**src/rtl/wb_port_arbiter.sv**
```systemverilog
// Register-file write port arbiter: the in-order writeback stage has priority,
// and one auxiliary long-latency result is held in a single-entry buffer until
// a free port cycle. If the buffered result keeps losing to the pipeline, a
// one-cycle writeback stall forces it out. Port outputs are registered.
//
// state | meaning
// IDLE  | buffer empty, aux writer may hand over a result
// PEND  | buffer holds an aux result waiting for a free port cycle
// FORCE | writeback stalled for one cycle while the buffer retires
module wb_port_arbiter #(
  parameter int ADDR_WIDTH   = 5,
  parameter int DATA_WIDTH   = 32,
  parameter int STARVE_LIMIT = 4
) (
  input  logic                  clk,
  input  logic                  rst,
  input  logic                  pipe_we_wb,
  input  logic [ADDR_WIDTH-1:0] pipe_addr_wb,
  input  logic [DATA_WIDTH-1:0] pipe_data_wb,
  output logic                  stall_wb,
  input  logic                  aux_valid,
  output logic                  aux_ready,
  input  logic [ADDR_WIDTH-1:0] aux_addr,
  input  logic [DATA_WIDTH-1:0] aux_data,
  output logic                  reg_we,
  output logic [ADDR_WIDTH-1:0] reg_addr,
  output logic [DATA_WIDTH-1:0] reg_data
);

  localparam int CNT_W = $clog2(STARVE_LIMIT + 1);

  typedef enum logic [1:0] {IDLE, PEND, FORCE} state_t;

  state_t                state, state_nxt;
  logic [CNT_W-1:0]      wait_cnt, wait_cnt_nxt;
  logic [ADDR_WIDTH-1:0] buf_addr, buf_addr_nxt;
  logic [DATA_WIDTH-1:0] buf_data, buf_data_nxt;
  logic                  port_we_nxt;
  logic [ADDR_WIDTH-1:0] port_addr_nxt;
  logic [DATA_WIDTH-1:0] port_data_nxt;
  logic                  pipe_req;
  logic                  aux_take;

  // Writes to r0 are architecturally void, so they never count as requests.
  assign pipe_req  = pipe_we_wb && (pipe_addr_wb != '0);
  assign aux_ready = (state == IDLE) && !rst;
  assign aux_take  = aux_valid && aux_ready && (aux_addr != '0);
  assign stall_wb  = (state == FORCE);

  // Next-state, buffer and port-winner selection.
  always_comb begin
    state_nxt     = state;
    wait_cnt_nxt  = wait_cnt;
    buf_addr_nxt  = buf_addr;
    buf_data_nxt  = buf_data;
    port_we_nxt   = 1'b0;
    port_addr_nxt = '0;
    port_data_nxt = '0;
    case (state)
      IDLE: begin
        if (pipe_req) begin
          port_we_nxt   = 1'b1;
          port_addr_nxt = pipe_addr_wb;
          port_data_nxt = pipe_data_wb;
        end
        // A freshly captured entry waits at least one cycle before retiring.
        if (aux_take) begin
          buf_addr_nxt = aux_addr;
          buf_data_nxt = aux_data;
          wait_cnt_nxt = '0;
          state_nxt    = PEND;
        end
      end
      PEND: begin
        if (!pipe_req) begin
          port_we_nxt   = 1'b1;
          port_addr_nxt = buf_addr;
          port_data_nxt = buf_data;
          wait_cnt_nxt  = '0;
          state_nxt     = IDLE;
        end else begin
          port_we_nxt   = 1'b1;
          port_addr_nxt = pipe_addr_wb;
          port_data_nxt = pipe_data_wb;
          if (pipe_addr_wb == buf_addr) begin
            // The pipe value is younger in program order; the buffer is stale.
            wait_cnt_nxt = '0;
            state_nxt    = IDLE;
          end else if (wait_cnt == CNT_W'(STARVE_LIMIT - 1)) begin
            wait_cnt_nxt = '0;
            state_nxt    = FORCE;
          end else begin
            wait_cnt_nxt = wait_cnt + 1'b1;
          end
        end
      end
      FORCE: begin
        // Writeback is stalled and re-presents its request next cycle.
        port_we_nxt   = 1'b1;
        port_addr_nxt = buf_addr;
        port_data_nxt = buf_data;
        wait_cnt_nxt  = '0;
        state_nxt     = IDLE;
      end
      default: begin
        wait_cnt_nxt = '0;
        state_nxt    = IDLE;
      end
    endcase
  end

  // State, buffer and registered port outputs.
  always_ff @(posedge clk or posedge rst) begin
    if (rst) begin
      state    <= IDLE;
      wait_cnt <= '0;
      buf_addr <= '0;
      buf_data <= '0;
      reg_we   <= 1'b0;
      reg_addr <= '0;
      reg_data <= '0;
    end else begin
      state    <= state_nxt;
      wait_cnt <= wait_cnt_nxt;
      buf_addr <= buf_addr_nxt;
      buf_data <= buf_data_nxt;
      reg_we   <= port_we_nxt;
      reg_addr <= port_addr_nxt;
      reg_data <= port_data_nxt;
    end
  end

endmodule

```
**config.mk**
```make
export PLATFORM = sky130hd
export DESIGN_NAME = wb_port_arbiter
export DESIGN_NICKNAME = d
export VERILOG_FILES = /design/src/rtl/wb_port_arbiter.sv
export SDC_FILE = /design/constraint.sdc
export NUM_CORES = 1
export LEC_CHECK = 0
export CAP_MARGIN = 25
export CELL_PAD_IN_SITES_DETAIL_PLACEMENT = 1
export CELL_PAD_IN_SITES_GLOBAL_PLACEMENT = 2
export CORE_MARGIN = 2
export CORE_UTILIZATION = 31
export CTS_CLUSTER_SIZE = 40
export DETAILED_ROUTE_END_ITERATION = 10
export PLACE_DENSITY = 0.91
export SKIP_LAST_GASP = 1
export SLEW_MARGIN = 15
export SYNTH_ARGS = -nofsm -noshare
export SYNTH_HDL_FRONTEND = slang
export SYNTH_SLANG_ARGS = --single-unit
```
**constraint.sdc**
```tcl
create_clock -name clk -period 7.63 [get_ports clk]
set_input_delay 2.289 -clock clk [delete_from_list [all_inputs] [get_ports clk]]
set_output_delay 2.289 -clock clk [all_outputs]
set_load 0.03 [all_outputs]
```
==> results by group <==
Yosys
  – Asr flop ratio synth: 1.00
  – Synth cell types: 31
  – Synthesized flop and latch total: 80
  – Largest cells by area after synthesis: dfrtp_1 63%, mux2_2 11%, a22o_1 10%
  – Instance count of the mapped netlist: 218
  – Top-area cell type share of the netlist area: 0.629
  – Syn_area_per_cell: 14.6 um^2
  – Cell taking the most area after synthesis: dfrtp_1
  – Number of synthesized flops with an enable pin: 0
  – Syn Nets: 302
  – Cell Area, Synth: 0.00318 mm^2
  – Synth warn: 0
  – Sequential area share after synthesis: 0.629
  – Top FF cell, synth: dfrtp_1

Power and ir drop
  – Lkg Pwr: 2.04 nW
  – Clock share of power: 0.183
  – Sw frac: 0.350
  – Power share of the sequential group: 0.409
  – PwrDens: 359 mW/mm^2
  – Cell Int Power: 1.09 mW
  – Peak VDD IR: 0.133 mV
  – Combinational power share: 0.408
  – Switching power: 0.589 mW

Clock tree
  – Setup bufs post-CTS: 0
  – Hold buffers post-CTS: 0
  – Clk_lat worst skew: 0.33 ns
  – TritonCTS clock tree: done
  – Root buf cell: clkbuf_8
  – Htree depth: 3
  – Num Clock Sinks: 80
  – Worst-path clk slew: 0.08 ns
  – CTS buffer count: 9
  – Clock Path Buffers: 2
  – Post-CTS sizing: 0

Cells and area
  – Layout cell share with drive strength beyond 1: 0.167
  – Post-route cell area: 0.00468 mm^2
  – Final Util: 0.475
  – Synthesis-to-layout area growth: 47.1%
  – Fill cell count: 1009
  – Most frequent cells in the layout: 117 x clkdlybuf4s50_1, 80 x dfrtp_1, 38 x a22o_1
  – Most common cell after layout, fill and taps aside: clkdlybuf4s50_1
  – Multi-input gate area: 0.00108 mm^2
  – Final antenna diode count: 0
  – NumNets Final: 422
  – Register Area: 0.00200 mm^2

Timing
  – Peak Freq: 171 MHz
  – Minimum clock period: 5.84 ns
  – Period utilization: 0.765
  – RSZ-0062 raised after global routing: no
  – Final setup violation count: 0
  – Final Hold Viols: 0
  – Fin Hold WS: 0.489 ns
  – Pins Over Slew Limit: 0
  – Fin Setup TNS: 0 ns
  – Slew @ Worst Pin: 0.743 ns
  – Worst Clk Skew: 0.00879 ns
  – Relative slew margins: 0.503

Min path
  – Hold_sp: wait_cnt[2]
  – Hold endpoint: wait_cnt[2]
  – Hold path cells: 1
  – Hold WC Path Type: reg -> reg

Setup path
  – Crit start category: input pin
  – Register-to-Register Path Depth: 7
  – FF-to-FF End: state[0]
  – CP peak stage delay: 0.68 ns
  – Crit path buffers/inverters: 2
  – Setup Crit Path Kind: in -> out
  – Top cell by count, worst path: clkdlybuf4s50_1
  – Crit path cell chain: clkdlybuf4s50_1 -> nor2b_1 -> clkdlybuf4s50_1
  – Slowest CP cell: clkdlybuf4s50_1
  – Worst R2R Start: state[1]
  – Worst R2R Setup Slack: 5.28 ns
  – Critical Path RT: 5.34 ns
  – CP arrival: 3.55 ns
  – Crit path capture type: output port
  – CP max FO: 3
  – Largest delay contributor family on the critical path: buffers and inverters

Floorplan
  – Initial Util: 0.323
  – # IOs: 118
  – Core area: 0.00986 mm^2
  – Die area: 0.0111 mm^2
  – Die Ht: 105 um
  – Core Rows: 36
  – Die X: 105 um

Global route
  – Vias in the first global route: 2499
  – First-pass GRT wire length: 12800 um
  – Total GRT Usage: 0.149
  – Initial antenna violation count: 0
  – Global route overflow: 0
  – Largest net degree at the start of global routing: 81

Placed design
  – Placed Area: 0.00446 mm^2
  – RePlAce Congestion: 0.716
  – Post-DP HPWL: 5700 um
  – Input/output buffers: 117

Drt
  – Vias per inst: 4.63
  – DR WL/cell: 16.8 um
  – Drt total wl: 7970 um
  – Routed Antenna Nets: 0
  – Detailed-route DRC error count: 0
  – DRT Pass-1 Iters: 5
  – Routed vias: 2199
  – DRT iter0 DRCs: 36

Run
  – Max Cap Viol: 0

Run status
  – Status: completed
==> cells in the mapped netlist (2+ instances only) <==
library cell / count
dfrtp_1: 80
a22o_1: 38
mux2_2: 32
nand2_1: 15
ha_1: 6
buf_4: 5
inv_1: 5
buf_2: 3
buf_8: 3
o21ai_0: 3
xor2_1: 3
a21oi_1: 2
nor2_1: 2
nor2b_1: 2
o21a_1: 2
xnor2_1: 2
==> stage by stage <==
stage	total power, mW	worst slack, ns	instances
3_3_place_gp	1.35	1.80	459
2_1_floorplan	1.12	2.62	218
5_1_grt	1.78	1.72	475
3_5_place_dp	1.39	1.79	459
4_1_cts	1.71	1.77	474
6_report	1.68	1.79	475
==> registers in the layout, indices dropped and copies added, names as in the netlist <==
| register | cells |
|---|---|
| reg_data | 32 |
| reg_we | 1 |
| buf_addr | 5 |
| state | 2 |
| wait_cnt | 3 |
| reg_addr | 5 |
| buf_data | 32 |
==> power groups by stage <==
stage	clock [mW]	sequential, mW	combinational, mW
after floorplan	0	0.828	0.292
after global placement	0	0.683	0.671
after detailed placement	0	0.696	0.695
after CTS	0.322	0.689	0.697
after global routing	0.340	0.709	0.735
final	0.308	0.688	0.686
==> how the worst max path moves through the flow <==
| stage | startpoint | end | slack, ns | cells past startpoint |
|---|---|---|---|---|
| 6_report | rst | aux_ready | 1.79 | 3 |
| 5_1_grt | rst | aux_ready | 1.72 | 3 |
| 4_1_cts | rst | aux_ready | 1.77 | 3 |
| 3_5_place_dp | rst | aux_ready | 1.79 | 3 |
| 3_3_place_gp | rst | aux_ready | 1.80 | 3 |
| 2_1_floorplan | rst | aux_ready | 2.62 | 1 |
==> cell type report <==
cell class                 count  share of cell area
multi-input combinational    121               0.230
clock buffer                  11              0.0302
clock inverter                 4              0.0115
sequential                    80               0.427
timing repair buffer         121               0.261
tap                          133              0.0355
inverter                       5             0.00427
==> cell families (layout without fill, tap and decap cells) <==
kind of cell,count (synthesis),after routing,synth area share
AOI/OAI and AO/OA,49,49,0.129
xor gates and xnor gates,5,5,0.0138
adders and majority gates,6,6,0.0236
buffers and inverters,17,141,0.0377
DFF,80,80,0.629
muxes,33,33,0.117
and+or+nand+nor,28,28,0.0499
==> routing by layer <==
layer,routed length [um],track usage,vias up
met1,3170,0.165,1103
li1,-,-,1018
met4,102,0.0552,0
met2,4290,0.274,70
met3,408,0.0390,8
met5,0,0,-
Power figures use the tool's default switching activity.
